<file path="config.mk">
export PLATFORM = sky130hd
export DESIGN_NAME = fwd_hazard_ctrl
export DESIGN_NICKNAME = d
export VERILOG_FILES = /design/src/rtl/fwd_hazard_ctrl_pkg.sv /design/src/rtl/fwd_sel_unit.sv /design/src/rtl/fwd_hazard_ctrl.sv
export SDC_FILE = /design/constraint.sdc
export NUM_CORES = 1
export LEC_CHECK = 0
export ABC_AREA = 0
export BUFFER_PORTS_ARGS = -buffer_cell sky130_fd_sc_hd__buf_2
export CAP_MARGIN = 0
export CORE_UTILIZATION = 50
export DETAILED_ROUTE_END_ITERATION = 7
export PLACE_DENSITY = 0.73
export SLEW_MARGIN = 40
export SYNTH_ARGS = -nofsm -noshare
export SYNTH_HDL_FRONTEND = slang
export SYNTH_SLANG_ARGS = --single-unit
</file>
<file path="constraint.sdc">
create_clock -name clk -period 3.65 [get_ports clk]
set_input_delay 0.73 -clock clk [delete_from_list [all_inputs] [get_ports clk]]
set_output_delay 0.73 -clock clk [all_outputs]
set_load 0.05 [all_outputs]
</file>
<file path="src/rtl/fwd_hazard_ctrl_pkg.sv">
// Shared types and constants for the forwarding/hazard controller and the EX operand muxes.
// The select encoding here is the one the datapath muxes decode, so both sides import it.
package fwd_hazard_ctrl_pkg;

  localparam int REG_W       = 5;
  localparam int SEL_W       = 2;
  localparam int STALL_CNT_W = 32;

  typedef logic [REG_W-1:0] reg_t;
  typedef logic [SEL_W-1:0] sel_t;

  localparam sel_t SEL_RF   = 2'b00;
  localparam sel_t SEL_MEM  = 2'b01;
  localparam sel_t SEL_ALU  = 2'b10;
  localparam reg_t REG_ZERO = '0;

  // Destination half of a pipeline slot: all that later stages need for forwarding.
  typedef struct packed {
    logic valid;
    logic wr_en;
    reg_t wr_reg;
    logic is_load;
  } dst_t;

  typedef struct packed {
    dst_t dst;
    logic use_rs;
    reg_t rs;
    logic use_rt;
    reg_t rt;
  } slot_t;

  function automatic logic slot_match(input dst_t s, input reg_t r);
    return s.valid & s.wr_en & (s.wr_reg == r) & (r != REG_ZERO);
  endfunction

endpackage

</file>
<file path="src/rtl/fwd_sel_unit.sv">
// Forward-select decision for one EX operand: youngest matching producer wins,
// a load still in EX/MEM cannot supply its data and is reported instead.
module fwd_sel_unit
  import fwd_hazard_ctrl_pkg::*;
(
  input  logic use_i,
  input  reg_t reg_i,
  input  dst_t mem_i,
  input  dst_t wb_i,
  output sel_t sel_o,
  output logic load_hit_o
);

  always_comb begin
    // NOTE: every output gets a default first so no path through the ifs can infer a latch.
    sel_o      = SEL_RF;
    load_hit_o = 1'b0;
    if (use_i) begin
      if (slot_match(mem_i, reg_i)) begin
        if (mem_i.is_load) load_hit_o = 1'b1;
        else               sel_o      = SEL_ALU;
      end else if (slot_match(wb_i, reg_i)) begin
        sel_o = SEL_MEM;
      end
    end
  end

endmodule

</file>
<file path="src/rtl/fwd_hazard_ctrl.sv">
// Forwarding-select and load-use hazard controller; shadows the ID/EX, EX/MEM and
// MEM/WB registers so selects and stall are combinational from local state plus ID.
module fwd_hazard_ctrl
  import fwd_hazard_ctrl_pkg::*;
#(
  parameter int CNT_W = STALL_CNT_W
) (
  input  logic             clk,
  input  logic             reset,
  input  logic             hold,
  input  logic             flush,
  input  logic             id_valid,
  input  reg_t             id_rs,
  input  reg_t             id_rt,
  input  logic             id_use_rs,
  input  logic             id_use_rt,
  input  logic             id_wr_en,
  input  reg_t             id_wr_reg,
  input  logic             id_is_load,
  output sel_t             fwd_a,
  output sel_t             fwd_b,
  output logic             stall,
  output logic             bubble,
  output logic [CNT_W-1:0] stall_cnt,
  output logic             hazard_err
);

  // Source fields only matter while an instruction sits in EX, so MEM/WB keep the destination half.
  slot_t            ex_q, ex_d, id_slot;
  dst_t             mem_q, mem_d, wb_q, wb_d;
  logic [CNT_W-1:0] stall_cnt_q, stall_cnt_d;
  logic             hazard_err_q, hazard_err_d;
  logic             load_hit_a, load_hit_b;
  logic             ex_load_dst;

  assign id_slot = '{
    dst:    '{valid: id_valid, wr_en: id_wr_en, wr_reg: id_wr_reg, is_load: id_is_load},
    use_rs: id_use_rs,
    rs:     id_rs,
    use_rt: id_use_rt,
    rt:     id_rt
  };

  fwd_sel_unit u_sel_a (
    .use_i      (ex_q.use_rs),
    .reg_i      (ex_q.rs),
    .mem_i      (mem_q),
    .wb_i       (wb_q),
    .sel_o      (fwd_a),
    .load_hit_o (load_hit_a)
  );

  fwd_sel_unit u_sel_b (
    .use_i      (ex_q.use_rt),
    .reg_i      (ex_q.rt),
    .mem_i      (mem_q),
    .wb_i       (wb_q),
    .sel_o      (fwd_b),
    .load_hit_o (load_hit_b)
  );

  assign ex_load_dst = ex_q.dst.valid & ex_q.dst.is_load & ex_q.dst.wr_en &
                       (ex_q.dst.wr_reg != REG_ZERO);

  // A taken branch kills the ID instruction anyway, so it overrides the stall.
  assign stall  = id_valid & ex_load_dst & !flush &
                  ((id_use_rs & (ex_q.dst.wr_reg == id_rs)) |
                   (id_use_rt & (ex_q.dst.wr_reg == id_rt)));
  assign bubble = stall | flush;

  always_comb begin
    ex_d         = ex_q;
    mem_d        = mem_q;
    wb_d         = wb_q;
    stall_cnt_d  = stall_cnt_q;
    hazard_err_d = hazard_err_q | (ex_q.dst.valid & (load_hit_a | load_hit_b));
    if (!hold) begin
      wb_d           = mem_q;
      mem_d          = ex_q.dst;
      ex_d           = id_slot;
      ex_d.dst.valid = id_valid & !flush & !stall;
      if (stall && (stall_cnt_q != '1)) stall_cnt_d = stall_cnt_q + CNT_W'(1);
    end
  end

  always_ff @(posedge clk) begin
    if (reset) begin
      // NOTE: only the valid bits are functionally required; payloads are cleared too so post-reset state is fully defined.
      ex_q         <= '0;
      mem_q        <= '0;
      wb_q         <= '0;
      stall_cnt_q  <= '0;
      hazard_err_q <= 1'b0;
    end else begin
      // NOTE: non-blocking so every slot samples the pre-edge value of its neighbour.
      ex_q         <= ex_d;
      mem_q        <= mem_d;
      wb_q         <= wb_d;
      stall_cnt_q  <= stall_cnt_d;
      hazard_err_q <= hazard_err_d;
    end
  end

  assign stall_cnt  = stall_cnt_q;
  assign hazard_err = hazard_err_q;

endmodule

</file>
After elaboration in Yosys (flattened, before gate mapping)
Index checks and enable logic that the tools add are counted.
- register bits after elaboration: 68
- bits in latches: 0
- RAM bits: 0
- bits in read-only memories: 0
- input bits: 24
- output and inout bits: 39
- word-level logic and storage cells: 70
- memories: 0
- add/sub/neg operators: 1
- $mul: 0
- divide/modulo/power cells: 0
- order comparisons: 0
- equality and inequality tests: 7
- shift-type cells: 0
- mux-type cells: 12
- bitwise gates (word level): 26
- reduce and logical (&&, ||, !) cells: 7
- operators with widths (kind ; count):
    $add A32 B1 Y32 const B ; 1
    $ne A32 B32 Y1 const B ; 1
    $eq A5 B5 Y1 ; 6
    $and A1 B1 Y1 ; 21
    $reduce_bool A5 Y1 ; 3
    $mux W2 ; 5
    $mux W1 ; 7
    $or A1 B1 Y1 ; 4
    $logic_not A1 Y1 ; 2
    $reduce_and A2 Y1 ; 1
    $logic_and A1 B1 Y1 ; 1
    $not A1 Y1 ; 1

Longest topological paths before layout
- depth in word-level cells: 8
- depth in mapped cells: 9
- depth with buffers taken out: 7

By module
Synthesis repeated with hierarchy kept, for this count alone.
- cells, all modules: 377
- area, all modules: 3409.5 sq um
- by module, submodules not included (module ; instances ; cells an instance ; area an instance (sq um) ; sequential area each (sq um)):
    fwd_hazard_ctrl ; 1 ; 335 ; 3104.2 ; 1381.3
    fwd_sel_unit ; 2 ; 21 ; 152.6 ; 0.0

Worst setup path after synthesis
Ideal clock, no wire load.
- path type: reg2out
- start: register ex_q[10] in the netlist's numbering
- end: output fwd_a[0]
- arrival: 2560 ps
- data required time: 2920 ps
- slack: 360 ps
- cell stages (with the launch flop): 5
- path buffers: 0
- cells stage by stage: dfxtp_1 > or4_1 > nor2_1 > nor3_1 > nor4_1
- cells in the longest elaborated chain, start to end: 6
- elaborated cells between the ends (all ways): 10
- classes of those cells: eq/ne: 2; mux: 3; bitwise: 4; reduce/logical: 1
- RTL lines (element ; line ; source):
    from (decl) ; fwd_hazard_ctrl.sv:29 ; slot_t ex_q, ex_d, id_slot;
    from (signal assigned) ; fwd_hazard_ctrl.sv:89 ; ex_q <= '0;
    from (signal assigned) ; fwd_hazard_ctrl.sv:96 ; ex_q <= ex_d;
    $eq A5 B5 Y1 ; fwd_hazard_ctrl_pkg.sv:34 ; return s.valid & s.wr_en & (s.wr_reg == r) & (r != REG_ZERO);
    $and A1 B1 Y1 (2 in a row) ; fwd_hazard_ctrl_pkg.sv:34 ;
    $mux W1 ; fwd_sel_unit.sv:22 ; end else if (slot_match(wb_i, reg_i)) begin
    $mux W2 (*) ; fwd_sel_unit.sv:19 ; if (slot_match(mem_i, reg_i)) begin
    $mux W2 (*) ; fwd_sel_unit.sv:18 ; if (use_i) begin
    to (decl) ; fwd_hazard_ctrl.sv:20 ; output sel_t fwd_a,
Mark *: on every way between the ends. The rest lies on a longest branch, timed or not.

Worst setup path after layout
- start: input id_rs[4]
- end: output bubble
- cells in the longest elaborated chain, start to end: 5
- RTL lines (element ; line ; source):
    from (decl) ; fwd_hazard_ctrl.sv:13 ; input reg_t id_rs,
    $eq A5 B5 Y1 ; fwd_hazard_ctrl.sv:67 ; ((id_use_rs & (ex_q.dst.wr_reg == id_rs)) |
    $and A1 B1 Y1 ; fwd_hazard_ctrl.sv:67 ;
    $or A1 B1 Y1 ; fwd_hazard_ctrl.sv:67 ;
    $and A1 B1 Y1 ; fwd_hazard_ctrl.sv:66 ; assign stall = id_valid & ex_load_dst & !flush &
    $or A1 B1 Y1 ; fwd_hazard_ctrl.sv:69 ; assign bubble = stall | flush;
    to (decl) ; fwd_hazard_ctrl.sv:23 ; output logic bubble,
No other way between the ends.

==> results by group <==
Status
  • Failing checks: design-rule violations
  • Run status: finished, violations left

Global routing
  • Congestion Overflow GR: 0
  • Global-route wire length before repair: approximately 13000 um
  • Initial antenna violation count: 1
  • Largest net degree at the start of global routing: 49
  • Number of global-route vias before repair: 2636
  • Tot GR Track Use: 0.220

Synthesis
  • Yosys warns: 0
  • Top cells by area, synth: sky130_fd_sc_hd__dfxtp_1, sky130_fd_sc_hd__mux2i_1, sky130_fd_sc_hd__xnor2_1, sky130_fd_sc_hd__nor2_1, sky130_fd_sc_hd__or4_1
  • Gate count of the mapped netlist: around 380
  • Cell variety after synth: between 40 and 50
  • Fraction of synthesized cell area taken by the top area cell type: 0.402
  • Mean area per synthesized cell: ~9 um^2
  • Synthesized netlist net count: 402
  • Portion of the post-synthesis area used by sequential elements: 0.402
  • Synth Register Bits: 68
  • Netlist Area Pre-Place: 3390 um^2
  • Cell accounting for the most synthesized area: sky130_fd_sc_hd__dfxtp_1

Placement
  • Port Buf Inserts: 62
  • DP Area: about 3800 um^2
  • GPL Wtd Cong: 0.824
  • Pre-CTS worst setup slack: 0.726 ns
  • DP HPWL: approximately 5200 um

STA
  • Post-route minimum period: between 2 and 3 ns
  • Sum Neg Setup Slack: 0 ns
  • Number of endpoints with negative hold slack in the final report: 0
  • Final worst-path setup slack: 0.736 ns
  • Worst setup skew after layout: 0.00493 ns
  • Worst-margin pin slew: 0.712 ns
  • Share of the clock period used by the worst path: 0.798
  • Number of failing setup endpoints in the final timing report: 0
  • Worst slew margin: 0.523
  • RSZ-0062 raised after global routing: false
  • Worst hold slack: approximately 0.48 ns
  • Max Fclk: 343 MHz
  • Number of max-slew violations in the final report: 0

Critical path
  • Cell-by-cell trace of the critical path: buf_2 -> xnor2_1 -> nand4_1 -> o22ai_4 -> nor2b_1 -> or2_2 -> buf_2
  • Kind of start point of the critical path: input pin
  • Standard cell with the maximum stage delay on the critical path: sky130_fd_sc_hd__o22ai_4
  • Maximum net fanout on the critical path: 6
  • Crit-path most repeated cell: sky130_fd_sc_hd__buf_2
  • Worst flop-to-flop path startpoint: stall_cnt[18]
  • Worst stage delay on the critical path: 0.35 ns
  • Start-to-end type of the worst setup path: in2out
  • Worst reg2reg path endpoint: stall_cnt[27]
  • Endpoint kind of the worst setup timing path: primary output
  • Critical Path RT: 2.92 ns
  • Reg2Reg Depth: 6
  • Critical Path AT: approximately 2.2 ns
  • Reg2reg setup slack: approximately 1.1 ns

Layout
  • Filler instances: 574
  • Layout cell share with drive strength beyond 1: 0.226
  • Antenna fix cells: 0
  • Commonest non-fill, non-tap cell in the layout: sky130_fd_sc_hd__dfxtp_1
  • Area growth, synth to finish: 15.9%
  • Final net count: 462
  • Most used cells in the layout excluding fill and tap cells: sky130_fd_sc_hd__dfxtp_1, sky130_fd_sc_hd__buf_2, sky130_fd_sc_hd__nor2_1
  • Final design instance area without fill: 3930 um^2

Die
  • Starting density of the core: 0.525
  • Die width: 84.3 um
  • I/O pin total: 63
  • Full die area: between 7000 and 8000 um^2
  • Site Rows: 29
  • Core outline area: 6460 um^2
  • Vert. Die Dim: 84.3 um

CTS
  • Count of buffers added by post-CTS timing repair for setup: 0
  • Clock insertion delay at the later pin of the skew report: 0.34 ns
  • Register clock-pin slew on the reported worst setup and hold paths: 0.07 ns
  • TritonCTS clock tree: done
  • Buffer type at the clock tree root: sky130_fd_sc_hd__clkbuf_8
  • Total of cells resized after clock tree synthesis: 0
  • Number of hold buffers added after cts: 0
  • Buffers from clock root to sink, at most: 2
  • CTS H-tree depth: 3
  • CTS sink cnt: 68
  • Number of buffers inserted during clock tree synthesis: 9

Detailed routing
  • Total DRC errors in the routed layout: 2
  • Number of iterations in the first detailed-routing pass: 6
  • Remaining antenna violation count after routing: 0
  • Routed via count: 2867
  • Number of DRC markers in iteration 0: 111
  • Total detailed-routing wirelength: ~7200 um
  • Mean number of vias per cell: around 5.5
  • Routed wirelength normalized by instance count: 13.9 um

Pwr
  • Worst VDD drop: 0.000199 V
  • Combinational share of power: 0.081
  • Part of the power in the clock network: 0.382
  • Power Dens Cells: 371 nW/um^2
  • Sw frac: 0.259
  • Net Sw Power: 0.377 mW
  • Internal portion of total power: 1.08 mW
  • Leakage power summed over all cells: 1.61 nW
  • Power after layout: 1.46 mW
  • Share of total power in sequential cells: 0.537

Worst hold path
  • Hold Crit Class: reg2reg
  • Beginning of the worst hold path: hazard_err
  • Hold-critical path depth: 1
  • Worst-case hold path end point: hazard_err

Run
  • Number of violations of the max-capacitance limit: 0
==> cell families (layout without fill, tap and decap cells) <==
kind of cell / Yosys count / after routing / share of synthesized area
AOI/OAI and AO/OA: 41 / 41 / 0.0783
and+or+nand+nor: 165 / 165 / 0.261
buffers and inverters: 23 / 88 / 0.0303
muxes: 46 / 46 / 0.140
adders and majority gates: 1 / 1 / 0.00369
xor gates and xnor gates: 33 / 33 / 0.0853
DFF: 68 / 68 / 0.402
==> worst max path at each step <==
| stage | slack (ns) | startpoint | end | cells past startpoint |
|---|---|---|---|---|
| after floorplan | 0.36 | ex_q[10] | fwd_a[0] | 4 |
| after global placement | 0.78 | id_rt[4] | bubble | 7 |
| after detailed placement | 0.73 | id_rs[4] | bubble | 7 |
| after CTS | 0.72 | id_rs[4] | bubble | 7 |
| after global routing | 0.61 | ex_q[13] | bubble | 6 |
| final | 0.74 | id_rs[4] | bubble | 7 |
==> area by class of cell <==
class | instances | area (um^2) | share of cell area
Timing Repair Buffer | 65 | 335 | 0.0853
Inverter | 7 | 26.3 | 0.00669
Sequential cell | 68 | 1360 | 0.346
Multi-Input combinational cell | 286 | 1930 | 0.492
Clock inverter | 6 | 38.8 | 0.00987
Tap cell | 77 | 96.3 | 0.0245
Clock buffer | 10 | 138 | 0.0350
==> worst max-delay path: cells and delay by family <==
family | cells | cell delay [ns]
buf+inv | 2 | 0.37
simple gates | 3 | 0.60
compound gates | 1 | 0.35
xor+xnor | 1 | 0.15
==> per-layer routing <==
layer | vias to the layer above | global-route usage | share of wire
met1 | 1321 | 0.305 | 0.50
li1 | 1458 | - | -
met4 | 2 | 0.106 | 0.022
met5 | - | 0 | 0.0014
met2 | 68 | 0.326 | 0.43
met3 | 18 | 0.0482 | 0.054
==> synth_stat cells <==
library cell and n:
sky130_fd_sc_hd__o22ai_4 1, sky130_fd_sc_hd__xnor2_1 30, sky130_fd_sc_hd__nand4b_1 1, sky130_fd_sc_hd__dfxtp_1 68, sky130_fd_sc_hd__o211ai_2 1, sky130_fd_sc_hd__or4_1 14, sky130_fd_sc_hd__o211ai_1 1, sky130_fd_sc_hd__o21ba_2 1
sky130_fd_sc_hd__and3_1 1, sky130_fd_sc_hd__mux2i_1 35, sky130_fd_sc_hd__nor3_1 9, sky130_fd_sc_hd__o31ai_1 9, sky130_fd_sc_hd__o21ai_0 8, sky130_fd_sc_hd__buf_4 2, sky130_fd_sc_hd__or4b_1 1, sky130_fd_sc_hd__or3_1 10
sky130_fd_sc_hd__or2_2 1, sky130_fd_sc_hd__nand4_2 3, sky130_fd_sc_hd__mux2_1 4, sky130_fd_sc_hd__nor2_2 1, sky130_fd_sc_hd__and4b_1 1, sky130_fd_sc_hd__nor2b_1 13, sky130_fd_sc_hd__nor3b_1 1, sky130_fd_sc_hd__inv_1 7
sky130_fd_sc_hd__a21oi_1 19, sky130_fd_sc_hd__ha_1 1, sky130_fd_sc_hd__nand4_1 9, sky130_fd_sc_hd__clkbuf_1 9, sky130_fd_sc_hd__nand2_1 21, sky130_fd_sc_hd__a211oi_2 1, sky130_fd_sc_hd__or3_4 1, sky130_fd_sc_hd__nor2_1 57
sky130_fd_sc_hd__mux2_2 7, sky130_fd_sc_hd__nand3b_4 1, sky130_fd_sc_hd__buf_1 3, sky130_fd_sc_hd__nand2b_4 1, sky130_fd_sc_hd__buf_2 1, sky130_fd_sc_hd__buf_6 1, sky130_fd_sc_hd__nand3_1 12, sky130_fd_sc_hd__nor4_1 7
sky130_fd_sc_hd__xor2_1 3
==> per-stage QoR <==
step,std cells,util
finish,519,0.608
global placement,503,0.579
floorplan,377,-
global route,519,0.608
CTS,519,0.608
detailed placement,503,0.581
==> sequential cells by signal (all words and copies together) (netlist names) <==
| register | cells |
|---|---|
| ex_q | 20 |
| hazard_err | 1 |
| stall_cnt | 32 |
| mem_q | 8 |
| wb_q | 7 |
==> power groups by stage <==
stage / logic (mW) / clock network (mW) / registers, mW
after floorplan: 0.0877 / 0 / 0.792
after global placement: 0.116 / 0 / 0.799
after detailed placement: 0.118 / 0 / 0.799
after CTS: 0.119 / 0.570 / 0.782
after global routing: 0.131 / 0.598 / 0.784
final: 0.118 / 0.557 / 0.782
Power figures use the tool's default switching activity.
